### config.mk
export PLATFORM = sky130hd
export DESIGN_NAME = rx_start_detect
export DESIGN_NICKNAME = d
export VERILOG_FILES = /design/src/rtl/rx_start_detect.sv
export SDC_FILE = /design/constraint.sdc
export NUM_CORES = 1
export LEC_CHECK = 0
export CAP_MARGIN = 20
export CORE_MARGIN = 2
export CORE_UTILIZATION = 55
export CTS_CLUSTER_SIZE = 14
export DETAILED_ROUTE_END_ITERATION = 6
export HOLD_SLACK_MARGIN = 0.03
export PLACE_DENSITY = 0.79
export SLEW_MARGIN = 0
export SYNTH_ARGS = -nofsm -noshare
export SYNTH_HDL_FRONTEND = slang
export SYNTH_SLANG_ARGS = --single-unit
### constraint.sdc
create_clock -name clk -period 5.5 [get_ports clk]
set_input_delay 0.825 -clock clk [delete_from_list [all_inputs] [get_ports clk]]
set_output_delay 0.825 -clock clk [all_outputs]
set_load 0.03 [all_outputs]
### src/rtl/rx_start_detect.sv
// UART start-bit detector: synchronises rx_in, arms after an idle run, validates a low level at mid-bit.
// Optional build macro RX_START_MAJORITY_EN selects a 2-of-3 mid-bit vote instead of a single mid sample.
module rx_start_detect #(
  parameter int OVERSAMPLE  = 16,
  parameter int SYNC_STAGES = 2,
  parameter int ARM_TICKS   = 8,
  parameter int CNT_W       = 8
) (
  input  logic             clk,
  input  logic             rst,
  input  logic             rx_in,
  input  logic             baud_tick,
  input  logic             frame_busy,
  input  logic             clr_count,
  output logic             start_valid,
  output logic             false_start,
  output logic             detecting,
  output logic             armed,
  output logic [CNT_W-1:0] false_count
);

  typedef enum logic [1:0] {IDLE_WAIT, ARMED, CHECK} state_e;

  localparam int M  = OVERSAMPLE / 2;
  localparam int BW = $clog2(OVERSAMPLE) + 1;
  localparam int IW = $clog2(ARM_TICKS + 1);

  localparam logic [BW-1:0]    BIT_ONE  = BW'(1);
  localparam logic [BW-1:0]    S_MID    = BW'(M);
  localparam logic [BW-1:0]    S_HI     = BW'(M + 1);
  localparam logic [IW-1:0]    IDLE_ONE = IW'(1);
  localparam logic [IW-1:0]    ARM_LAST = IW'(ARM_TICKS - 1);
  localparam logic [CNT_W-1:0] CNT_ONE  = CNT_W'(1);
  localparam logic [CNT_W-1:0] CNT_MAX  = '1;

  logic [SYNC_STAGES-1:0] sync_q;
  logic                   rx_s;
  state_e                 state_q;
  logic [IW-1:0]          idle_cnt_q;
  logic [BW-1:0]          bit_cnt_q;
  logic [BW-1:0]          bit_cnt_d;
  logic                   start_valid_q;
  logic                   false_start_q;
  logic [CNT_W-1:0]       false_count_q;
  logic                   sample_en;
  logic                   line_low;

  assign rx_s = sync_q[SYNC_STAGES-1];

  // Tick index this cycle would carry: the first low tick seen while armed is tick 1.
  assign bit_cnt_d = (state_q == ARMED) ? BIT_ONE : bit_cnt_q + BIT_ONE;

  assign sample_en = baud_tick && !frame_busy &&
                     ((state_q == CHECK) || ((state_q == ARMED) && !rx_s));

`ifdef RX_START_MAJORITY_EN
  localparam logic [BW-1:0] S_LO = BW'(M - 1);
  logic [1:0] samp_q;  // [1] = sample at M-1, [0] = sample at M

  // NOTE: sample registers need no reset; each is written before the decision tick reads it.
  always_ff @(posedge clk) begin
    if (sample_en) begin
      if (bit_cnt_d == S_LO)  samp_q[1] <= rx_s;
      if (bit_cnt_d == S_MID) samp_q[0] <= rx_s;
    end
  end

  // NOTE: always_comb assigns a default first so no latch can be inferred.
  always_comb begin
    line_low = 1'b0;
    line_low = (!samp_q[1] && !samp_q[0]) || (!samp_q[1] && !rx_s) || (!samp_q[0] && !rx_s);
  end
`else
  logic mid_q;

  // NOTE: the mid sample needs no reset; it is written before the decision tick reads it.
  always_ff @(posedge clk) begin
    if (sample_en && (bit_cnt_d == S_MID)) mid_q <= rx_s;
  end

  // NOTE: always_comb assigns a default first so no latch can be inferred.
  always_comb begin
    line_low = 1'b0;
    line_low = !mid_q;
  end
`endif

  // NOTE: all state below uses non-blocking assignments so every flop samples pre-edge values.
  always_ff @(posedge clk) begin
    if (rst) begin
      sync_q        <= '1;
      state_q       <= IDLE_WAIT;
      idle_cnt_q    <= '0;
      bit_cnt_q     <= '0;
      start_valid_q <= 1'b0;
      false_start_q <= 1'b0;
      false_count_q <= '0;
    end else begin
      sync_q        <= {sync_q[SYNC_STAGES-2:0], rx_in};
      start_valid_q <= 1'b0;
      false_start_q <= 1'b0;
      if (clr_count) false_count_q <= '0;

      case (state_q)
        IDLE_WAIT: begin
          if (frame_busy) begin
            idle_cnt_q <= '0;
          end else if (baud_tick) begin
            if (!rx_s) begin
              idle_cnt_q <= '0;
            end else if (idle_cnt_q == ARM_LAST) begin
              idle_cnt_q <= '0;
              state_q    <= ARMED;
            end else begin
              idle_cnt_q <= idle_cnt_q + IDLE_ONE;
            end
          end
        end

        ARMED: begin
          if (frame_busy) begin
            state_q <= IDLE_WAIT;
          end else if (baud_tick && !rx_s) begin
            state_q   <= CHECK;
            bit_cnt_q <= bit_cnt_d;
          end
        end

        CHECK: begin
          if (frame_busy) begin
            state_q   <= IDLE_WAIT;
            bit_cnt_q <= '0;
          end else if (baud_tick) begin
            if (bit_cnt_d == S_HI) begin
              state_q   <= IDLE_WAIT;
              bit_cnt_q <= '0;
              if (line_low) begin
                start_valid_q <= 1'b1;
              end else begin
                false_start_q <= 1'b1;
                // A coincident clear wins over the increment.
                if (!clr_count && (false_count_q != CNT_MAX))
                  false_count_q <= false_count_q + CNT_ONE;
              end
            end else begin
              bit_cnt_q <= bit_cnt_d;
            end
          end
        end

        default: begin
          state_q   <= IDLE_WAIT;
          bit_cnt_q <= '0;
        end
      endcase
    end
  end

  assign start_valid = start_valid_q;
  assign false_start = false_start_q;
  assign detecting   = (state_q == CHECK);
  assign armed       = (state_q == ARMED);
  assign false_count = false_count_q;

endmodule

==> results.json, run 1 <==
{
  "max_freq_ghz": 0.352,
  "post-route-min-period_ps": 2840,
  "die_w_um": 54.2,
  "critical_path_required_ps": 4680,
  "grt.total_usage": 0.205,
  "die_height_um": 54.2,
  "dominantRegCellSynth": "dfxtp_1",
  "grt_antenna_before_repair": 0,
  "ys_warn_count": 0,
  "final.setup_skew_ps": 6.65,
  "nets": 191,
  "pin_count": 18,
  "max-slew-margin-rel": 0.442,
  "finalSetupViolations": 0,
  "cp-end-kind": "primary output",
  "maxCapViolCount": 0,
  "yosysSeqAreaShare": 0.354,
  "ys_types": 52,
  "first_global_vias": 1040,
  "syn_nets": 177,
  "crit_start": "state_q[1]",
  "cts_setup_buffers": 0,
  "syn-cell-area_sq_um": 1390,
  "cts_buffer_depth": 2,
  "cts-root-buf": "clkbuf_4",
  "vias": 1250,
  "cts_buffers": 3,
  "grt_max_degree": 21,
  "place.detailed.hpwl_mm": 2.10,
  "min-delay-path-class": "reg2reg",
  "clock_latency_ps": 320,
  "final_cells": 208,
  "synthCells": 165,
  "cts_tree": "built",
  "grt.overflow.total": 0,
  "fin_crit_sh": 0.516,
  "area_delta_synth_final_pct": 16.4,
  "ys_ff_latch": 24,
  "grt_first_pass_wirelength_mm": 4.46,
  "timing.rr.start": "state_q[1]",
  "start_util": 0.569,
  "cp.arrival_ps": 2010,
  "ant_nets": 0,
  "cts_htree_levels": 1,
  "synth_edf_count": 1,
  "drtIter0Drc": 38,
  "hold_viol": 0,
  "avgSynthCellArea_sq_um": 8.39,
  "avgViaCountPerCell": 6.01,
  "antenna_cells": 0,
  "critPathLaunchType": "register",
  "worstPathMaxFanout": 15,
  "pre_cts_ws_ps": 2580,
  "p_leak_nw": 0.560,
  "peakVddDrop_v": 0.000165,
  "placed_cell_area_sq_um": 1560,
  "routed_wl_mm": 2.85,
  "avgRoutedWirePerCell_um": 13.7,
  "hold_start": "sync_q[0]",
  "port_buffers": 17,
  "dr.pass1.iters": 4,
  "timing.final.ws_setup_ps": 2660,
  "dieArea_sq_um": 2940,
  "clk_pin_slew_ps": 140,
  "async_flop_share": 0,
  "final_layout_size_suffix_gt1_frac": 0.0674,
  "design_area_sq_um": 1610,
  "clock-sinks": 24,
  "final_common_cell": "dfxtp_1",
  "tightest_slew_ps": 836,
  "status": "completed",
  "rows": 18,
  "fin_setup_tns_ps": 0,
  "drv_slew": 0,
  "rsz0062_at_grt": "false",
  "cts_hold_buf": 0,
  "dp.cells": 204,
  "layout_common_cells": "dfxtp_1, nor2_1, clkdlybuf4s50_1",
  "cts_resized": 0,
  "remaining_drc_errors": 0,
  "crit_type": "reg2out",
  "p_per_area_nw_per_um2": 201,
  "coreArea_sq_um": 2430,
  "place_congestion": 0.748
}
## per-layer routing
metal | up-vias | GRT usage | share of wire
li1 | 638 | - | -
met1 | 592 | 0.286 | 0.49
met2 | 18 | 0.327 | 0.47
met3 | 2 | 0.0250 | 0.030
met4 | 0 | 0.0625 | 0.0035
met5 | - | 0 | 0
## flip-flops by register name, indices dropped and copies added (netlist names)
register / flops
false_count: 8
bit_cnt_q: 5
state_q: 2
mid_q: 1
start_valid: 1
sync_q: 2
false_start: 1
idle_cnt_q: 4
## cell families (layout without fill, tap and decap cells)
logic type,count (synthesis),count (layout),synth area share
compound gates,40,40,0.195
xor+xnor,1,1,0.00632
fa+ha+maj,6,6,0.0542
buf+inv,16,29,0.0461
flops,24,24,0.354
mux,2,2,0.0145
simple gates,76,76,0.330
## per-stage QoR
stage	hold slack [ps]	total power, W	utilization
final	425	0.000324	0.663
after global routing	452	0.000334	0.663
after CTS	425	0.000326	0.663
after detailed placement	393	0.000198	0.641
after global placement	392	0.000197	0.641
after floorplan	389	0.000192	-
## critical path, stage by stage (launching register included)
cell	delay (ps)
dfxtp_1	340
inv_1	90
ha_1	490
clkdlybuf4s50_1	770
## cell type report
class	count	area, sq um
Multi-Input combinational cell	125	831
Tap cell	30	37.5
Clock inverter	1	30.0
Fill cell	206	821
Clock buffer	3	22.5
Inverter	8	30.0
Sequential cell	24	490
Timing Repair Buffer	17	170
## power breakdown
part	switching (W)	internal, W	total, W
sequential	0.00000108	0.000176	0.000177
combinational	0.00000929	0.00000718	0.0000165
clock	0.0000560	0.0000736	0.000130
## final timing paths
kind / to / slack [ps] / cells past startpoint
worst min register to register: sync_q[1] / 430 / 1
worst max-delay path: armed / 2660 / 3
worst min-delay path: sync_q[1] / 430 / 1
worst max register to register: false_count[4] / 2950 / 6
## cells in the mapped netlist, drive strengths merged, types with 3 or more instances
| library cell | n | area, sq um |
|---|---|---|
| inv | 8 | 30.0 |
| buf | 4 | 18.8 |
| nor2 | 17 | 63.8 |
| nand4 | 3 | 18.8 |
| nor4 | 4 | 25.0 |
| o31ai | 3 | 22.5 |
| nor3b | 3 | 22.5 |
| nand2b | 4 | 25.0 |
| or4 | 3 | 22.5 |
| ha | 6 | 75.1 |
| dfxtp | 23 | 460 |
| a21oi | 13 | 65.1 |
| nor3 | 6 | 40.0 |
| nor2b | 3 | 18.8 |
| or2 | 3 | 18.8 |
| o21ai | 5 | 25.0 |
| clkbuf | 4 | 15.0 |
| nor4b | 3 | 47.5 |
| nand3 | 9 | 45.0 |
| nand2 | 6 | 22.5 |
(Power assumes the default switching activity.)
==> run 2: changes to the inputs <==
--- a/config.mk
+++ b/config.mk
@@ -7,11 +7,11 @@
 export LEC_CHECK = 0
 export CAP_MARGIN = 20
 export CORE_MARGIN = 2
-export CORE_UTILIZATION = 55
+export CORE_UTILIZATION = 54
 export CTS_CLUSTER_SIZE = 14
 export DETAILED_ROUTE_END_ITERATION = 6
 export HOLD_SLACK_MARGIN = 0.03
-export PLACE_DENSITY = 0.79
+export PLACE_DENSITY = 0.77
 export SLEW_MARGIN = 0
 export SYNTH_ARGS = -nofsm -noshare
 export SYNTH_HDL_FRONTEND = slang
==> constraint.sdc (replaced) <==
create_clock -name clk -period 2.8 [get_ports clk]
set_input_delay 0.42 -clock clk [delete_from_list [all_inputs] [get_ports clk]]
set_output_delay 0.42 -clock clk [all_outputs]
set_load 0.03 [all_outputs]
==> results.json, run 2 (same netlist as run 1, synthesis figures left out) <==
{
  "status": "completed",
  "grt.overflow.total": 0,
  "fin_setup_tns_ps": 0,
  "fin_crit_sh": 0.881,
  "start_util": 0.564,
  "crit_family": "simple AND/OR/NAND/NOR gates",
  "peakVddDrop_v": 0.000302,
  "critPathLaunchType": "register",
  "place_congestion": 0.760,
  "grt.busiest_layer": "met2",
  "rows": 18,
  "cts_buffers": 3,
  "max-slew-margin-rel": 0.437,
  "final_common_cell": "dfxtp_1",
  "maxCapViolCount": 0,
  "final_layout_size_suffix_gt1_frac": 0.0778,
  "antenna_cells": 0,
  "tightest_slew_ps": 844,
  "cp.arrival_ps": 2730,
  "finalSetupViolations": 0,
  "grt.total_usage": 0.215,
  "place.detailed.hpwl_mm": 2.24,
  "nets": 193,
  "dr.pass1.iters": 4,
  "p_per_area_nw_per_um2": 393,
  "first_global_vias": 1063,
  "critPathSlowestCell": "or4_1",
  "pin_count": 18,
  "final_cells": 210,
  "drtIter0Drc": 39,
  "die_w_um": 54.6,
  "crit_type": "reg2reg",
  "cp_slowest_stage_delay_ps": 630,
  "cts_buffer_depth": 2,
  "grt_use_met2": 0.341,
  "cts_htree_levels": 1,
  "clock_latency_ps": 320,
  "largest_reg_flops": 8,
  "min-delay-path-class": "reg2reg",
  "area_delta_synth_final_pct": 17.4,
  "hold_viol": 0,
  "worst-path-buf-inv": 0,
  "critical_path_required_ps": 3060,
  "routed_wl_mm": 3.03,
  "remaining_drc_errors": 0,
  "cp-end-kind": "register",
  "clock-sinks": 24,
  "path_cells": "ha_1, nor4b_4, o2111ai_1, or4_1, a21oi_1",
  "clk_pin_slew_ps": 140,
  "cts_setup_buffers": 0,
  "cts_resized": 0,
  "grt_first_pass_wirelength_mm": 4.65,
  "cts_tree": "built",
  "cts_hold_buf": 0,
  "dp.cells": 206,
  "cts-root-buf": "clkbuf_4",
  "die_height_um": 54.6,
  "n_fill_cell": 201,
  "max_freq_ghz": 0.405,
  "post-route-min-period_ps": 2470,
  "coreArea_sq_um": 2450,
  "grtUsageMet1": 0.285,
  "layout_common_cells": "dfxtp_1, nor2_1, clkdlybuf4s50_1",
  "avgRoutedWirePerCell_um": 14.4,
  "vias": 1279,
  "p_leak_nw": 0.570,
  "grt_antenna_before_repair": 0,
  "final.setup_skew_ps": 1.05,
  "port_buffers": 17,
  "avgViaCountPerCell": 6.09,
  "ant_nets": 0,
  "dieArea_sq_um": 2990,
  "met3_usage": 0.0328,
  "grt_max_degree": 15,
  "worstPathMaxFanout": 12,
  "rsz0062_at_grt": "false",
  "drv_slew": 0
}
run 2: cell count changes in the layout (fill, tap and decap cells not counted), sizes merged:
cell	change
buf	+2
run 2: cell type report:
class / count / area (sq um) / share of cell area
repair buffers: 19 / 185 / 0.114
flip-flops and latches: 24 / 490 / 0.302
inverters: 8 / 30.0 / 0.0185
multi-input cells: 125 / 831 / 0.511
clock buffers: 3 / 22.5 / 0.0138
well taps: 30 / 37.5 / 0.0231
clock inverters: 1 / 30.0 / 0.0185
run 2: report_power, final:
group / switching (W) / internal [W] / leakage, nW
clock network: 0.000112 / 0.000145 / 0.0279
logic: 0.0000188 / 0.0000149 / 0.347
registers: 0.00000188 / 0.000346 / 0.195
run 2: path summary, 6_finish.rpt:
path	startpoint	to	slack [ps]	cells past startpoint
worst max-delay path	bit_cnt_q[0]	false_count[3]	330	5
worst min-delay path	sync_q[0]	sync_q[1]	430	1
worst max register to register	bit_cnt_q[0]	false_count[3]	330	5
worst min register to register	sync_q[0]	sync_q[1]	430	1
run 2: metrics by stage:
stage                     cell area (sq um)   util  hold WS [ps]  power [W]  setup WS, ps
after floorplan                        1390      -           389   0.000376           834
after global placement                 1570  0.641           392   0.000388           389
after detailed placement               1570  0.641           398   0.000389           282
after CTS                              1630  0.663           423   0.000641           322
after global routing                   1630  0.663           460   0.000661           149
final                                  1630  0.663           429   0.000639           333
run 2: layer usage:
metal / share of wire / up-vias / wire length [um]
met5: 0 / - / 0
met4: 0.013 / 0 / 38
met3: 0.035 / 4 / 106
met2: 0.47 / 28 / 1430
met1: 0.48 / 603 / 1460
li1: - / 644 / -
run 2: worst register-to-register path, stage by stage, from the launching register on:
cell	delay (ps)
dfxtp_1	490
ha_1	320
nor4b_4	330
o2111ai_1	480
or4_1	640
a21oi_1	160
==> run 3: changes to the inputs <==
--- a/config.mk
+++ b/config.mk
@@ -5,13 +5,14 @@
 export SDC_FILE = /design/constraint.sdc
 export NUM_CORES = 1
 export LEC_CHECK = 0
+export ABC_AREA = 0
 export CAP_MARGIN = 20
 export CORE_MARGIN = 2
-export CORE_UTILIZATION = 54
+export CORE_UTILIZATION = 40
 export CTS_CLUSTER_SIZE = 14
 export DETAILED_ROUTE_END_ITERATION = 6
 export HOLD_SLACK_MARGIN = 0.03
-export PLACE_DENSITY = 0.77
+export PLACE_DENSITY = 0.6
 export SLEW_MARGIN = 0
 export SYNTH_ARGS = -nofsm -noshare
 export SYNTH_HDL_FRONTEND = slang
==> results.json, run 3 (same netlist as run 1, synthesis figures left out) <==
{
  "reg2reg_to": "false_count[4]",
  "finalSetupViolations": 0,
  "fin_crit_sh": 0.859,
  "met3WireLength_um": 71,
  "clock_latency_ps": 310,
  "cp_slowest_stage_delay_ps": 640,
  "critPathLaunchType": "register",
  "fin_setup_tns_ps": 0,
  "final.setup_skew_ps": 1.95,
  "cp.arrival_ps": 2660,
  "wl_met2_mm": 1.48,
  "cp-end-kind": "register",
  "cts_resized": 0,
  "final_common_cell": "dfxtp_1",
  "cts_htree_levels": 1,
  "ant_nets": 0,
  "holdPathStages": 1,
  "clock-sinks": 24,
  "rr_worst_depth": 5,
  "cts_setup_buffers": 0,
  "multiInputGateArea_sq_um": 831,
  "final_layout_size_suffix_gt1_frac": 0.0778,
  "drtIter0Drc": 63,
  "ff2ff_setup_slack_ps": 400,
  "area_delta_synth_final_pct": 18.9,
  "crit_type": "reg2reg",
  "min-delay-path-class": "reg2reg",
  "start_util": 0.415,
  "n_fill_cell": 349,
  "vias": 1277,
  "first_global_vias": 1228,
  "layout_common_cells": "dfxtp_1, nor2_1, clkdlybuf4s50_1",
  "top_layer_used": "met4",
  "grt_max_degree": 19,
  "grt.total_usage": 0.166,
  "cts_buffer_depth": 2,
  "worst-path-buf-inv": 0,
  "max_freq_ghz": 0.416,
  "maxCapViolCount": 0,
  "hold_viol": 0,
  "rows": 21,
  "nets": 193,
  "tightest_slew_ps": 846,
  "avgRoutedWirePerCell_um": 13.5,
  "critPathSlowestCell": "or4_1",
  "pin_count": 18,
  "p_leak_nw": 0.570,
  "hold_start": "sync_q[0]",
  "critical_path_required_ps": 3060,
  "rsz0062_at_grt": "false",
  "cts_buffers": 3,
  "max-slew-margin-rel": 0.436,
  "port_buffers": 17,
  "hold_path_end": "sync_q[1]",
  "p_per_area_nw_per_um2": 385,
  "seqCellArea_sq_um": 490,
  "routed_wl_mm": 3.06,
  "dieArea_sq_um": 3950,
  "cts_tree": "built",
  "die_height_um": 62.8,
  "dr.pass1.iters": 4,
  "drt-met1-wl_mm": 1.48,
  "p_total_w": 0.000634,
  "peakVddDrop_v": 0.000206,
  "place.detailed.hpwl_mm": 2.32,
  "postLayoutCoreUtil": 0.493,
  "grt_antenna_before_repair": 0,
  "die_w_um": 62.8,
  "grt_first_pass_wirelength_mm": 5.46,
  "remaining_drc_errors": 0,
  "post-route-min-period_ps": 2400,
  "path_cells": "ha_1, nor4b_4, o2111ai_1, or4_1, a21oi_1",
  "clk_pin_slew_ps": 140,
  "cts-root-buf": "clkbuf_4",
  "largest_reg_flops": 8,
  "worstPathMaxFanout": 12,
  "place_congestion": 0.773,
  "avgViaCountPerCell": 5.65,
  "grt.overflow.total": 0,
  "antenna_cells": 0,
  "coreArea_sq_um": 3340,
  "status": "completed",
  "crit_family": "simple AND/OR/NAND/NOR gates",
  "timing.rr.start": "bit_cnt_q[0]",
  "cts_hold_buf": 0,
  "drv_slew": 0
}
## run 3: worst max path at each step
stage,start,slack (ps),endpoint,depth (start not counted)
finish,bit_cnt_q[0],400,false_count[4],5
detailed placement,baud_tick,280,false_count[3],5
CTS,bit_cnt_q[0],400,false_count[3],5
global route,bit_cnt_q[0],200,false_count[4],5
global placement,baud_tick,370,false_count[3],5
floorplan,state_q[1],830,false_count[5],7
## run 3: area by class of cell
cell class,instances,area share
clock inverters,1,0.0182
clock buffers,3,0.0137
inverters,8,0.0182
repair buffers,19,0.112
well taps,46,0.0350
multi-input cells,125,0.505
flip-flops and latches,24,0.298
## run 3: metal layers
| layer | vias to the layer above | global-route usage |
|---|---|---|
| met5 | - | 0 |
| met4 | 0 | 0.0389 |
| met3 | 2 | 0.0324 |
| met2 | 14 | 0.289 |
| met1 | 614 | 0.211 |
| li1 | 647 | - |
## run 3: stage by stage
step / cells / hold slack [ps] / setup WS [ps] / cell area, sq um
finish: 226 / 433 / 395 / 1650
detailed placement: 222 / 400 / 283 / 1590
floorplan: 165 / 389 / 834 / 1390
global route: 226 / 446 / 203 / 1650
CTS: 226 / 431 / 400 / 1650
global placement: 222 / 394 / 373 / 1590
## run 3: report_power, final
group	internal [W]	switching (W)	total [W]	leakage (nW)
registers	0.000346	0.00000210	0.000349	0.195
clock network	0.000145	0.000107	0.000252	0.0279
logic	0.0000150	0.0000189	0.0000339	0.347
total	0.000506	0.000128	0.000634	0.570
